## config.mk

```make
export PLATFORM = sky130hd
export DESIGN_NAME = zeroheti_apb_bridge
export DESIGN_NICKNAME = d
export VERILOG_FILES = /design/src/rtl/zeroheti_pkg.sv /design/src/rtl/zeroheti_apb_decoder.sv /design/src/rtl/zeroheti_apb_bridge.sv
export SDC_FILE = /design/constraint.sdc
export NUM_CORES = 1
export LEC_CHECK = 0
export ABC_CLOCK_PERIOD_IN_PS = 2110
export CORE_AREA = 2 2 130 132
export CTS_CLUSTER_SIZE = 20
export DETAILED_ROUTE_END_ITERATION = 10
export DIE_AREA = 0 0 132 134
export PLACE_DENSITY_LB_ADDON = 0.1
export SLEW_MARGIN = 20
export SYNTH_ARGS = -nofsm -noshare
export SYNTH_HDL_FRONTEND = slang
export SYNTH_HIERARCHICAL = 1
export SYNTH_SLANG_ARGS = --single-unit
```

## constraint.sdc

```tcl
create_clock -name clk_i -period 2.11 [get_ports clk_i]
set_clock_uncertainty 0.1 [all_clocks]
set_input_delay 0.422 -clock clk_i [delete_from_list [all_inputs] [get_ports clk_i]]
set_output_delay 0.422 -clock clk_i [all_outputs]
set_load 0.05 [all_outputs]
```

## src/rtl/zeroheti_pkg.sv

```systemverilog
// Shared definitions for the zeroheti APB bridge.
//   apb_rule_t      : inclusive {base, last} address window of one APB subordinate
//   DefaultApbRules : address map of the four default subordinates
//                     (index 0 clic, 1 mtimer, 2 uart, 3 gpio)
//   apb_state_e     : bridge FSM state encoding
package zeroheti_pkg;

    typedef struct packed {
        logic [31:0] base;
        logic [31:0] last;
    } apb_rule_t;

    localparam int unsigned DefaultNumSbr = 4;

    // Concatenation order puts index 3 in the most significant slot.
    localparam apb_rule_t [DefaultNumSbr-1:0] DefaultApbRules = {
        apb_rule_t'{base: 32'h0003_2000, last: 32'h0003_2FFF},  // 3: gpio
        apb_rule_t'{base: 32'h0003_1000, last: 32'h0003_1FFF},  // 2: uart
        apb_rule_t'{base: 32'h0003_0000, last: 32'h0003_0FFF},  // 1: mtimer
        apb_rule_t'{base: 32'h0005_0000, last: 32'h0005_FFFF}   // 0: clic
    };

    typedef enum logic [1:0] {
        IDLE   = 2'd0,
        SETUP  = 2'd1,
        ACCESS = 2'd2,
        RESP   = 2'd3
    } apb_state_e;

endpackage

```

## src/rtl/zeroheti_apb_decoder.sv

```systemverilog
// Combinational address decoder for the zeroheti APB bridge.
// Ports:
//   addr_i : byte address to decode
//   idx_o  : index of the matching rule (0 when no rule matches)
//   hit_o  : 1 when some rule matches
// When rules overlap, the lowest-index rule wins.
module zeroheti_apb_decoder
    import zeroheti_pkg::*;
#(
    parameter int unsigned NumSbr = 4,
    parameter apb_rule_t [NumSbr-1:0] Rules = DefaultApbRules,
    parameter int unsigned IdxW = (NumSbr > 1) ? $clog2(NumSbr) : 1
) (
    input  logic [31:0]     addr_i,
    output logic [IdxW-1:0] idx_o,
    output logic            hit_o
);

    // Scan from the highest index down so the lowest matching index is
    // the last one written.
    always_comb begin
        idx_o = '0;
        hit_o = 1'b0;
        for (int i = NumSbr - 1; i >= 0; i--) begin
            if ((addr_i >= Rules[i].base) && (addr_i <= Rules[i].last)) begin
                idx_o = IdxW'(i);
                hit_o = 1'b1;
            end
        end
    end

endmodule

```

## src/rtl/zeroheti_apb_bridge.sv

```systemverilog
// OBI to APB bridge with one outstanding transaction.
// Ports:
//   clk_i, rst_ni             : clock, asynchronous active-low reset
//   obi_req_i / obi_gnt_o     : OBI request; grant is req while IDLE, else 0
//   obi_addr_i, obi_we_i,
//   obi_be_i, obi_wdata_i     : OBI request payload
//   obi_rvalid_o, obi_rdata_o,
//   obi_err_o                 : one-cycle OBI response
//   paddr_o, psel_o, penable_o,
//   pwrite_o, pwdata_o, pstrb_o : APB request (psel_o one-hot)
//   prdata_i, pready_i,
//   pslverr_i                 : per-subordinate APB response, packed by index
// Handshake: a request is accepted in the cycle obi_req_i and obi_gnt_o are
// both high; exactly one obi_rvalid_o pulse follows for every accepted
// request unless reset intervenes. On the APB side the selected
// subordinate's pready_i is sampled only while penable_o is high.
// Optional feature: define ZEROHETI_APB_TIMEOUT_EN to bound the ACCESS wait
// to TimeoutCycles cycles; the transfer then ends with an error response.
module zeroheti_apb_bridge
    import zeroheti_pkg::*;
#(
    parameter int unsigned NumSbr = 4,
    parameter apb_rule_t [NumSbr-1:0] Rules = DefaultApbRules,
    parameter int unsigned TimeoutCycles = 255
) (
    input  logic                  clk_i,
    input  logic                  rst_ni,
    input  logic                  obi_req_i,
    output logic                  obi_gnt_o,
    input  logic [31:0]           obi_addr_i,
    input  logic                  obi_we_i,
    input  logic [3:0]            obi_be_i,
    input  logic [31:0]           obi_wdata_i,
    output logic                  obi_rvalid_o,
    output logic [31:0]           obi_rdata_o,
    output logic                  obi_err_o,
    output logic [31:0]           paddr_o,
    output logic [NumSbr-1:0]     psel_o,
    output logic                  penable_o,
    output logic                  pwrite_o,
    output logic [31:0]           pwdata_o,
    output logic [3:0]            pstrb_o,
    input  logic [NumSbr*32-1:0]  prdata_i,
    input  logic [NumSbr-1:0]     pready_i,
    input  logic [NumSbr-1:0]     pslverr_i
);

    localparam int unsigned IdxW = (NumSbr > 1) ? $clog2(NumSbr) : 1;

    apb_state_e      state_q;
    logic [IdxW-1:0] sel_q;
    logic [IdxW-1:0] dec_idx;
    logic            dec_hit;
    logic [31:0]     prdata_sel;
    logic            pready_sel;
    logic            pslverr_sel;

`ifdef ZEROHETI_APB_TIMEOUT_EN
    logic [15:0]     timeout_cnt_q;
`endif

    zeroheti_apb_decoder #(
        .NumSbr (NumSbr),
        .Rules  (Rules),
        .IdxW   (IdxW)
    ) u_decoder (
        .addr_i (obi_addr_i),
        .idx_o  (dec_idx),
        .hit_o  (dec_hit)
    );

    // Gated by reset so the grant is low while reset is held.
    assign obi_gnt_o = rst_ni && (state_q == IDLE) && obi_req_i;

    // Only the selected subordinate's response is visible to the FSM.
    always_comb begin
        prdata_sel  = '0;
        pready_sel  = 1'b0;
        pslverr_sel = 1'b0;
        for (int i = 0; i < NumSbr; i++) begin
            if (sel_q == IdxW'(i)) begin
                prdata_sel  = prdata_i[i*32 +: 32];
                pready_sel  = pready_i[i];
                pslverr_sel = pslverr_i[i];
            end
        end
    end

    always_ff @(posedge clk_i or negedge rst_ni) begin
        if (!rst_ni) begin
            state_q       <= IDLE;
            sel_q         <= '0;
            obi_rvalid_o  <= 1'b0;
            obi_rdata_o   <= '0;
            obi_err_o     <= 1'b0;
            paddr_o       <= '0;
            psel_o        <= '0;
            penable_o     <= 1'b0;
            pwrite_o      <= 1'b0;
            pwdata_o      <= '0;
            pstrb_o       <= '0;
`ifdef ZEROHETI_APB_TIMEOUT_EN
            timeout_cnt_q <= '0;
`endif
        end else begin
            case (state_q)
                IDLE: begin
                    if (obi_req_i) begin
                        if (dec_hit) begin
                            state_q  <= SETUP;
                            sel_q    <= dec_idx;
                            psel_o   <= NumSbr'(1) << dec_idx;
                            paddr_o  <= obi_addr_i;
                            pwrite_o <= obi_we_i;
                            pwdata_o <= obi_wdata_i;
                            pstrb_o  <= obi_we_i ? obi_be_i : 4'b0000;
`ifdef ZEROHETI_APB_TIMEOUT_EN
                            timeout_cnt_q <= '0;
`endif
                        end else begin
                            // Unmapped address: answer with an error, APB untouched.
                            state_q      <= RESP;
                            obi_rvalid_o <= 1'b1;
                            obi_err_o    <= 1'b1;
                            obi_rdata_o  <= '0;
                        end
                    end
                end
                SETUP: begin
                    state_q   <= ACCESS;
                    penable_o <= 1'b1;
                end
                ACCESS: begin
                    if (pready_sel) begin
                        state_q      <= RESP;
                        psel_o       <= '0;
                        penable_o    <= 1'b0;
                        obi_rvalid_o <= 1'b1;
                        obi_err_o    <= pslverr_sel;
                        obi_rdata_o  <= pwrite_o ? 32'h0 : prdata_sel;
                    end
`ifdef ZEROHETI_APB_TIMEOUT_EN
                    else if (timeout_cnt_q == 16'(TimeoutCycles - 1)) begin
                        // This is the TimeoutCycles-th stalled ACCESS cycle.
                        state_q      <= RESP;
                        psel_o       <= '0;
                        penable_o    <= 1'b0;
                        obi_rvalid_o <= 1'b1;
                        obi_err_o    <= 1'b1;
                        obi_rdata_o  <= '0;
                    end else begin
                        timeout_cnt_q <= timeout_cnt_q + 16'd1;
                    end
`endif
                end
                RESP: begin
                    state_q      <= IDLE;
                    obi_rvalid_o <= 1'b0;
                    obi_err_o    <= 1'b0;
                    obi_rdata_o  <= '0;
                end
                default: state_q <= IDLE;
            endcase
        end
    end

endmodule
```

After elaboration in Yosys (flattened, before gate mapping):

Index checks and enable logic that the tools add are counted.

* register bits: 112
* input bits: 208
* output and inout bits: 109
* word-level logic and storage cells: 88

* $lt $le $gt $ge: 8
* equality and inequality tests: 10
* shift operators: 1
* mux-type cells: 42
* reductions and logical operators: 16

Operators by type and width (number)
* $mux 32: 8
* $ge 32x18->1 const B: 3
* $le 32x18->1 const B: 3
* $pmux 32 s3: 1
* $ge 32x19->1 const B: 1
* $le 32x19->1 const B: 1
* $mux 1: 17
* $mux 4: 4
* $mux 2: 7
* $eq 2x2->1 const B: 4
* $ne 2x2->1 const B: 4
* $pmux 2 s4: 1
* $pmux 4 s2: 1
* $reduce_and 4->1: 2
* $logic_and 1x1->1: 6
* $pmux 1 s3: 2
* $eq 2x1->1 const B: 2
* $logic_not 2->1: 2
* $reduce_and 2->1: 2
* $reduce_bool 2->1: 2
* $shl 1x2->4 const A: 1
* $reduce_and 3->1: 1
* $reduce_bool 3->1: 1
* $pmux 1 s2: 1

Longest topological paths before layout:

* depth in word-level cells: 10
* gate-level depth with buffers: 9
* gate-level depth less buffers: 7

Modules after synthesis:

Netlist, hierarchy kept.

By module, submodules not included
* zeroheti_apb_bridge: instances 1, cells an instance 355, area each 5472.7 µm², seq. area each 2802.7 µm²
* zeroheti_apb_decoder: instances 1, cells an instance 12, area each 91.3 µm², seq. area each 0.0 µm²

Worst setup path after synthesis:

Ideal clock, no wire load.

* path kind: input to register
* from: in obi_addr_i[15]
* to: reg paddr_o[0]
* setup time: 0.125 ns
* arrival: 2.126 ns
* required time: 1.885 ns
* slack: -0.241 ns
* cell stages on the path: 7
* buffers on the path: 2
* cell sequence: or3b_1 a211o_1 a21oi_2 nand3_1 clkbuf_1 clkbuf_1 mux2_2

* longest elaborated chain between the ends: 7
* elaborated cells on any way between the ends: 17
* those cells by class: order compare (8); mux (4); reduce/logical (5)

RTL lines
* from (decl): line zeroheti_apb_bridge.sv:30 `input logic [31:0] obi_addr_i,`
* $ge 32x18->1 or $le 32x18->1 (tied branches): line zeroheti_apb_decoder.sv:25 `if ((addr_i >= Rules[i].base) && (addr_i <= Rules[i].last)) begin`
* $logic_and 1x1->1: line zeroheti_apb_decoder.sv:25
* $mux 1 (3 in a row): line zeroheti_apb_decoder.sv:25
* $mux 1 *: line zeroheti_apb_decoder.sv:25
* via dec_hit: line zeroheti_apb_bridge.sv:53 `logic dec_hit;`
* $reduce_and 3->1 (no source line) *
* to (signal assigned): line zeroheti_apb_bridge.sv:113 `paddr_o <= obi_addr_i;`
* to (decl): line zeroheti_apb_bridge.sv:37 `output logic [31:0] paddr_o,`

The timed path passes the listed nets; every way through them passes the cells marked *.
A chain may end at the register's enable or synchronous reset.

Worst setup path after layout:

* from: in obi_addr_i[14]
* to: reg obi_rdata_o[22]

* longest elaborated chain between the ends: 8
* elaborated cells on any way between the ends: 18
* those cells by class: order compare (8); eq/ne (1); mux (4); reduce/logical (5)

RTL lines
* $ge 32x18->1 or $le 32x18->1 (tied branches): line zeroheti_apb_decoder.sv:25
* $logic_and 1x1->1: line zeroheti_apb_decoder.sv:25
* $mux 1 (3 in a row): line zeroheti_apb_decoder.sv:25
* $mux 1 *: line zeroheti_apb_decoder.sv:25
* via dec_hit: line zeroheti_apb_bridge.sv:53
* $ne 2x2->1 (no source line) *
* $reduce_and 4->1 (no source line) *
* to (signal assigned): line zeroheti_apb_bridge.sv:140 `obi_rdata_o <= pwrite_o ? 32'h0 : prdata_sel;`
* to (decl): line zeroheti_apb_bridge.sv:35 `output logic [31:0] obi_rdata_o,`

Marked as above.

==> flow_summary.json <==
{
  "r2r-end": "obi_rdata_o[22]",
  "synth_enable_flop_cells": 0,
  "flow.area_growth_from_synthesis_pct": 71.9,
  "die-area_um2": 17700,
  "rsz0062_at_grt": "true",
  "irDropWorstVdd_v": 0.000459,
  "finalNetCount": 923,
  "start_kind": "primary input",
  "clk_path_buf_depth": 2,
  "final_common_cell": "sky130_fd_sc_hd__clkdlybuf4s50_1",
  "chipWidth_um": 132,
  "totalPowerFinal_w": 0.00907,
  "worst-slew-pin-transition_ns": 0.591,
  "initial_core_util_pct": 34.2,
  "detailedRoute.firstIterationViolations": 130,
  "viasPerCell": 4.77,
  "run_status": "finished clean",
  "worst_r2r_startpoint": "state_q[0]",
  "setup.reg_to_reg.worst_slack_ns": 0.07,
  "core_region_area_um2": 16300,
  "finalSetupViolCount": 0,
  "seq_power_share_pct": 30.0,
  "fin_crit_sh_pct": 99.3,
  "share_clk_of_total_power_pct": 18.0,
  "routed-via-count": 4463,
  "first_pass_grt_wire_length_um": 28000,
  "dp_hpwl_um": 13500,
  "post_syn_area_um2": 5560,
  "root_buffer": "sky130_fd_sc_hd__clkbuf_16",
  "grt_antenna_before_repair": 1,
  "synth_sequential_area_ratio_pct": 50.4,
  "drc_errors": 0,
  "finalWeightedCongestion": 0.850,
  "cellInternalPower_w": 0.00556,
  "power.share.switching_pct": 38.7,
  "yosysWarningCount": 6,
  "ios": 317,
  "layout.cells.non_filler": 935,
  "synthArstFlopShare_pct": 100,
  "worstHoldPathType": "in -> async",
  "leading_cell_types_in_the_layout_fill_and_taps_excluded": "sky130_fd_sc_hd__clkdlybuf4s50_1 (267), sky130_fd_sc_hd__dfrtp_1 (111), sky130_fd_sc_hd__mux2_2 (74), sky130_fd_sc_hd__buf_4 (52), sky130_fd_sc_hd__mux2_4 (33)",
  "flops_latches_synth": 112,
  "power.static_leakage_nw": 4.29,
  "comb_power_share_pct": 52.0,
  "post-route-util_pct": 58.7,
  "slew_headroom_pct": 60.6,
  "first_pass_iters": 4,
  "clk-insertion-delay-late_ns": 0.34,
  "wire_per_inst_um": 19.1,
  "critical_path_class": "in -> reg",
  "insertedDiodeCount": 0,
  "synth_flop_cell": "sky130_fd_sc_hd__dfrtp_1",
  "critical_path_required_ns": 2.24,
  "antenna_violating_nets_post_route": 0,
  "finalCriticalPeriod_ns": 2.10,
  "max_freq_mhz": 477,
  "overflow": 0,
  "max-cap-violations": 0,
  "critical_path.endpoint_type": "flop",
  "final_routed_wirelength_across_all_metal_layers_um": 17800,
  "drive_gt1_share_pct": 34.3,
  "mappedNetlistNets": 580,
  "finalHoldViolCount": 0,
  "dieHeight_um": 134,
  "track_usage_pct": 20.4,
  "maxSlewViolCount": 0,
  "numPlacedInstances": 909,
  "grt_start_max_net_pins": 113,
  "rr_worst_depth": 8,
  "synth_area_per_cell_um2": 15.2,
  "critical_path_arrival_ns": 2.23,
  "cts_htree_levels": 3,
  "port_buffers": 316,
  "vias_in_the_first_global_route": 4967,
  "syn_inst_count": 367,
  "cellPowerDensity_nw_per_um2": 948,
  "p_switching_w": 0.00351,
  "ys_types": 30,
  "tritoncts_clock_tree": "done",
  "std_cell_rows": 47,
  "path_max_fanout": 8,
  "number_of_cts_inserted_buffers": 9,
  "clk_pin_slew_worst_paths_ns": 0.07,
  "clock-sinks": 112
}
-- synthesized netlist by cell type, types with 2 or more instances --
cell type                  instances  area share, %
sky130_fd_sc_hd__and3_1            2           0.22
sky130_fd_sc_hd__mux2_4           29            7.8
sky130_fd_sc_hd__buf_6             5            1.0
sky130_fd_sc_hd__mux4_2           32             13
sky130_fd_sc_hd__nor4_1            4           0.45
sky130_fd_sc_hd__mux2i_1           3           0.54
sky130_fd_sc_hd__nand2b_1          4           0.45
sky130_fd_sc_hd__o22ai_1           2           0.22
sky130_fd_sc_hd__buf_1             2           0.13
sky130_fd_sc_hd__dfrtp_1         112             50
sky130_fd_sc_hd__inv_1             6           0.40
sky130_fd_sc_hd__nor2b_1          32            3.6
sky130_fd_sc_hd__nor2_1            2           0.13
sky130_fd_sc_hd__or3b_1            2           0.31
sky130_fd_sc_hd__a21oi_1           2           0.18
sky130_fd_sc_hd__ha_1              5            1.1
sky130_fd_sc_hd__nand2_1           9           0.61
sky130_fd_sc_hd__o21ai_0           8           0.72
sky130_fd_sc_hd__mux2_1            2           0.40
sky130_fd_sc_hd__buf_2             4           0.36
sky130_fd_sc_hd__mux2_2           78             16
sky130_fd_sc_hd__nor3b_1           2           0.27
sky130_fd_sc_hd__clkbuf_1         13           0.88
-- through the flow --
stage	instance area, µm²	worst slack, ns	hold WS [ns]	setup TNS [ns]
2_1_floorplan	5600	-0.124	0.0264	-6.90
3_3_place_gp	9120	-0.712	0.367	-63.37
3_5_place_dp	9120	-0.728	0.380	-64.95
4_1_cts	9630	-0.0867	0.118	-1.07
5_1_grt	9560	-0.0337	0.143	-0.314
6_report	9560	0.0140	0.0968	0
-- power by group through the flow --
stage | clock network (W) | logic (W) | registers [W]
after floorplan | 0 | 0.00150 | 0.00391
after detailed placement | 0 | 0.00421 | 0.00275
after global placement | 0 | 0.00415 | 0.00274
after CTS | 0.00170 | 0.00492 | 0.00272
final | 0.00163 | 0.00472 | 0.00272
after global routing | 0.00178 | 0.00495 | 0.00276
-- final cells by class --
| type | count | area [µm²] |
|---|---|---|
| fillers | 1367 | 6730 |
| repair buffers | 356 | 3490 |
| flip-flops and latches | 112 | 2800 |
| multi-input cells | 225 | 2680 |
| well taps | 220 | 275 |
| clock buffers | 10 | 229 |
| clock inverters | 6 | 52.6 |
| inverters | 6 | 25.0 |
-- what timing repair did --
| item | in CTS | in global routing |
|---|---|---|
| setup endpoints to repair | 110 | 107 |
| resized for setup | 57 | 19 |
| gates cloned | 2 | 0 |
| pin swaps | 12 | 9 |
| buffers inserted | 13 | 0 |
| hold buffers | 0 | 0 |
-- worst max-delay path by stage --
stage / start / depth (start not counted) / slack, ns / end
floorplan: obi_addr_i[15] / 8 / -0.12 / obi_rdata_o[0]
detailed placement: obi_addr_i[17] / 8 / -0.73 / obi_rdata_o[26]
global placement: obi_addr_i[17] / 8 / -0.71 / obi_rdata_o[24]
global route: obi_addr_i[14] / 9 / -0.03 / obi_rdata_o[22]
CTS: obi_addr_i[14] / 10 / -0.09 / obi_rdata_o[31]
finish: obi_addr_i[14] / 9 / 0.01 / obi_rdata_o[22]
-- kinds of logic after synthesis --
logic type / share of synthesized area [%]
mux: 37.5
xor+xnor: 0.157
flops: 50.4
simple gates: 6.61
fa+ha+maj: 1.12
compound gates: 1.44
buf+inv: 2.79
-- worst max-delay path, stage by stage --
cell and delay (ns):
sky130_fd_sc_hd__buf_6 0.09, sky130_fd_sc_hd__or3b_4 0.38, sky130_fd_sc_hd__a211o_1 0.24, sky130_fd_sc_hd__a21oi_2 0.16, sky130_fd_sc_hd__o21ai_1 0.07, sky130_fd_sc_hd__or3b_4 0.28, sky130_fd_sc_hd__buf_6 0.12, sky130_fd_sc_hd__buf_12 0.14
sky130_fd_sc_hd__mux2_4 0.31
-- state kept, by name, indices dropped and copies added (netlist names) --
register      cells
obi_err_o         1
pstrb_o           4
psel_o            4
pwrite_o          1
penable_o         1
state_q           2
obi_rdata_o      32
sel_q             2
pwdata_o         32
paddr_o          32
obi_rvalid_o      1
-- metal layers --
| metal | track usage (%) | part of all wire [%] | up-vias |
|---|---|---|---|
| li1 | - | - | 2030 |
| met1 | 22.7 | 37 | 2247 |
| met2 | 37.6 | 54 | 160 |
| met3 | 5.59 | 6.7 | 24 |
| met4 | 6.94 | 2.1 | 2 |
| met5 | 0 | 0.11 | - |
No activity file was read; power rests on OpenSTA's default activity.
